## src/rtl/optimsoc_functions.sv

```systemverilog
// rtl/optimsoc_functions.sv - shared constant helper functions
package optimsoc_functions;

   // Number of bits needed to encode values 0..value-1; clog2(1) is 0.
   function automatic int clog2(input int value);
      int result;
      result = 0;
      for (int v = value - 1; v > 0; v = v >> 1) begin
         result++;
      end
      return result;
   endfunction

endpackage

```

## src/rtl/noc_packet_buffer.sv

```systemverilog
// rtl/noc_packet_buffer.sv - per-channel NoC flit FIFO with optional store-and-forward release
module noc_packet_buffer
   import optimsoc_functions::*;
#(
   parameter int FLIT_WIDTH = 32,
   parameter int DEPTH = 16,
   parameter int FULLPACKET = 1,
   localparam int LEVEL_WIDTH = clog2(DEPTH + 1)
) (
   input  logic                   clk,
   input  logic                   rst_n,
   input  logic [FLIT_WIDTH-1:0]  in_flit,
   input  logic                   in_last,
   input  logic                   in_valid,
   output logic                   in_ready,
   output logic [FLIT_WIDTH-1:0]  out_flit,
   output logic                   out_last,
   output logic                   out_valid,
   input  logic                   out_ready,
   output logic [LEVEL_WIDTH-1:0] level
);

   localparam int PTR_WIDTH = clog2(DEPTH);
   localparam logic [PTR_WIDTH-1:0] LAST_SLOT = PTR_WIDTH'(DEPTH - 1);
   localparam logic [LEVEL_WIDTH-1:0] FULL_LEVEL = LEVEL_WIDTH'(DEPTH);

   logic [FLIT_WIDTH:0]    mem [DEPTH];
   logic [FLIT_WIDTH:0]    head;
   logic [PTR_WIDTH-1:0]   wp;
   logic [PTR_WIDTH-1:0]   rp;
   logic [LEVEL_WIDTH-1:0] count;
   logic [LEVEL_WIDTH-1:0] pkt_count;
   logic                   ready_en;
   logic                   push;
   logic                   pop;
   logic                   head_last;

   assign head      = mem[rp];
   assign head_last = head[FLIT_WIDTH];

   // ready_en keeps in_ready low until the first edge after reset release
   assign in_ready = ready_en && (count != FULL_LEVEL);
   assign push     = in_valid && in_ready;
   assign pop      = out_valid && out_ready;

   // A full buffer releases even without a complete packet so oversize packets cannot deadlock
   always_comb begin
      out_valid = 1'b0;
      if (count != '0) begin
         if (FULLPACKET == 0) begin
            out_valid = 1'b1;
         end else begin
            out_valid = (pkt_count != '0) || (count == FULL_LEVEL);
         end
      end
   end

   assign out_flit = out_valid ? head[FLIT_WIDTH-1:0] : '0;
   assign out_last = out_valid && head_last;
   assign level    = count;

   always_ff @(posedge clk or negedge rst_n) begin
      if (!rst_n) begin
         ready_en  <= 1'b0;
         wp        <= '0;
         rp        <= '0;
         count     <= '0;
         pkt_count <= '0;
      end else begin
         ready_en <= 1'b1;
         if (push) begin
            wp <= (wp == LAST_SLOT) ? '0 : wp + 1'b1;
         end
         if (pop) begin
            rp <= (rp == LAST_SLOT) ? '0 : rp + 1'b1;
         end
         case ({push, pop})
            2'b10:   count <= count + 1'b1;
            2'b01:   count <= count - 1'b1;
            default: count <= count;
         endcase
         case ({push && in_last, pop && head_last})
            2'b10:   pkt_count <= pkt_count + 1'b1;
            2'b01:   pkt_count <= pkt_count - 1'b1;
            default: pkt_count <= pkt_count;
         endcase
      end
   end

   always_ff @(posedge clk) begin
      if (push) begin
         mem[wp] <= {in_last, in_flit};
      end
   end

endmodule

```

## config.mk

```make
export PLATFORM = sky130hd
export DESIGN_NAME = noc_packet_buffer
export DESIGN_NICKNAME = d
export VERILOG_FILES = /design/src/rtl/optimsoc_functions.sv /design/src/rtl/noc_packet_buffer.sv
export SDC_FILE = /design/constraint.sdc
export NUM_CORES = 1
export LEC_CHECK = 0
export CORE_UTILIZATION = 50
export CTS_BUF_LIST = sky130_fd_sc_hd__clkbuf_8
export DETAILED_ROUTE_END_ITERATION = 7
export GPL_ROUTABILITY_DRIVEN = 0
export GPL_TIMING_DRIVEN = 0
export PLACE_DENSITY_LB_ADDON = 0.15
export SKIP_CTS_REPAIR_TIMING = 1
export SLEW_MARGIN = 20
export SYNTH_ARGS = -nofsm -noshare
export SYNTH_HDL_FRONTEND = slang
export SYNTH_SLANG_ARGS = --single-unit
```

## constraint.sdc

```tcl
create_clock -name clk -period 6.3 [get_ports clk]
set_clock_uncertainty 0.1 [all_clocks]
set_input_delay 1.26 -clock clk [delete_from_list [all_inputs] [get_ports clk]]
set_output_delay 1.26 -clock clk [all_outputs]
set_load 0.01 [all_outputs]
```

==> results.toml <==
[pwr]
power.total_mw = 10.7
p_leak_nw = 8.03
peakVddDrop_mv = 0.289
power_density_nw_per_um2 = 433

[layout]
fillers = 3169
nets = 1189
diodes = 0
most-common-layout-cells = "edfxtp_1 (528), mux4_2 (132), clkbuf_8 (91)"
fin_cells = 1742
synthToLayoutAreaGrowth_pct = 15.6
register_area_um2 = 16300
drive_gt1_share_pct = 25.2
layout_commonest_cell = "edfxtp_1"
multi_input_area_um2 = 4780
fin_area_um2 = 24700
fin_util_pct = 58.7

[clock_network]
path_clk_slew_ns = 0.06
cts_max_level = 3
insertion_delay_ns = 0.62
root_buffer = "clkbuf_8"
tritoncts.num_buffers = 88
cts_max_path_buffers = 3
cts_tree = "yes"
clock_sinks = 547

[global_route]
grt_pass1_wl_um = 67000
grt_max_degree = 34
grt_pass1_vias = 10554
grt_usage_pct = 21.3
grt_overflow = 0
antenna_found_initial = 1

[yosys]
yosysWarnings = 0
synthesis.area_um2 = 21400
synth-async-reset-ratio_pct = 3.47
syn_area_per_cell_um2 = 22.3
synthFlopType = "edfxtp_1"
synth_cells = 959
synth_cell_types = 50
synth-edff-count = 528
seq_area_frac_synth_pct = 76.5
syn_nets = 1010
synth_seq_cells = 547

[timing]
setup_tns_ns = 0
timing.hold.ws_ns = 0.459
finalHoldViolCount = 0
layout_min_cycle_time_ns = 5.39
period_share_pct = 85.5
setup_violations = 0
relSlewSlack_pct = 27.0
worst_pin_slew_ns = 1.10
layout_setup_ws_ns = 0.913
achievable-frequency_mhz = 186
rsz0062_at_grt = "no"
drv_slew = 0

[detailed_routing]
drc_errors = 0
dr.first_iter.drc_count = 700
met1Wirelength_um = 20000
wl_met2_um = 22200
ant_nets = 0
via_per_inst = 5.79
drt_first_pass_iters = 5
vias = 10082
routedWlPerCell_um = 25.9
wl_um = 45100
routed.top_layer = "met5"
wl_met3_um = 1970

[placed_design]
numPortBuffers = 76
placed_area_um2 = 23100
place_hpwl_um = 26800
dp.cells = 1587
pre_cts_ws_ns = 1.47

[setup_path]
crit_path_end_kind = "primary output"
rr_worst_depth = 14
crit_required_ns = 4.94
critical_path_class = "reg2out"
arrival_ns = 4.03
crit_fanout = 10
critPathLaunchType = "flip-flop"

[floorplan]
io_pins = 77
coreArea_um2 = 42000
initial_utilization_pct = 50.8
rows = 75
die_area_um2 = 43500
die_height_um = 209
die_w_um = 209

[job]
maxCapViolations = 0

[hold_path]
holdPathStages = 2
hold_class = "reg2reg"

[outcome]
run_status = "finished, final reports clean"
## area by class of cell
class / count / area share, %
multi-input cells: 353 / 19.4
flip-flops and latches: 547 / 66.2
clock inverters: 64 / 1.18
well taps: 539 / 2.73
clock buffers: 91 / 5.07
inverters: 10 / 0.152
plain buffers: 49 / 0.968
repair buffers: 89 / 4.35
## power by group
group / internal (mW) / leakage (nW) / switching [mW]
sequential: 4.21 / 4.98 / 0.0968
clock: 1.37 / 0.892 / 1.34
combinational: 1.77 / 2.15 / 1.89
## cell families (layout without fill, tap and decap cells)
family                     count (synthesis)  count (layout)  share of synthesized area (%)
xor gates and xnor gates                   9               9                          0.369
muxes                                    202             202                           17.2
buffers and inverters                     59             303                           1.29
DFF                                      547             547                           76.5
AOI/OAI and AO/OA                         64              64                           2.07
adders and majority gates                 14              14                          0.855
other                                      1               1                         0.0176
and+or+nand+nor                           63              63                           1.69
## path summary, 6_finish.rpt
check | startpoint | end | slack [ns]
min in group asynchronous | rst_n | rp[3]$_DFFE_PN0P_ | 1.07
worst max-delay path | rp[1]$_DFFE_PN0P_ | out_flit[0] | 0.91
max in group asynchronous | rst_n | level[4]$_DFFE_PN0P_ | 4.44
worst max register to register | rp[1]$_DFFE_PN0P_ | pkt_count[4]$_DFFE_PN0P_ | 2.31
worst min-delay path | level[2]$_DFFE_PN0P_ | level[2]$_DFFE_PN0P_ | 0.46
worst min register to register | level[2]$_DFFE_PN0P_ | level[2]$_DFFE_PN0P_ | 0.46
## routing by layer
metal	track usage (%)	vias to the layer above
li1	-	4419
met1	29.8	5340
met2	34.6	254
met3	4.03	67
met4	6.21	2
met5	0	-
## flip-flops by register name, summed over array words and instances, names as in the netlist
| register | cells |
|---|---|
| ready_en | 1 |
| pkt_count | 5 |
| rp | 4 |
| wp | 4 |
| mem | 528 |
| level | 5 |
## cells in the mapped netlist (all sizes together) (2+ instances only)
library cell / n / share of area [%]
o22ai: 34 / 1.1
o211a: 2 / 0.094
or4: 2 / 0.088
xnor2: 6 / 0.25
nor2b: 2 / 0.059
and3: 11 / 0.35
xor2: 3 / 0.12
a21oi: 5 / 0.12
o21ai: 11 / 0.26
edfxtp: 528 / 74
nor3: 4 / 0.094
or3: 2 / 0.059
mux4: 132 / 14
mux2i: 66 / 3.1
nand3: 2 / 0.047
clkbuf: 23 / 0.40
nor3b: 2 / 0.094
dfrtp: 19 / 2.2
nor2: 7 / 0.12
mux2: 4 / 0.21
ha: 13 / 0.76
nand2: 16 / 0.28
and2: 9 / 0.26
buf: 26 / 0.71
inv: 10 / 0.18
o21a: 2 / 0.070
## critical path, stage by stage (launching register included)
cell and delay [ns]:
dfrtp_1 0.34, buf_2 0.26, clkbuf_1 0.57, buf_1 0.78, mux4_2 0.35, mux2i_1 0.10
o22ai_1 0.36, clkdlybuf4s50_1 0.61
Power figures use the tool's default switching activity.
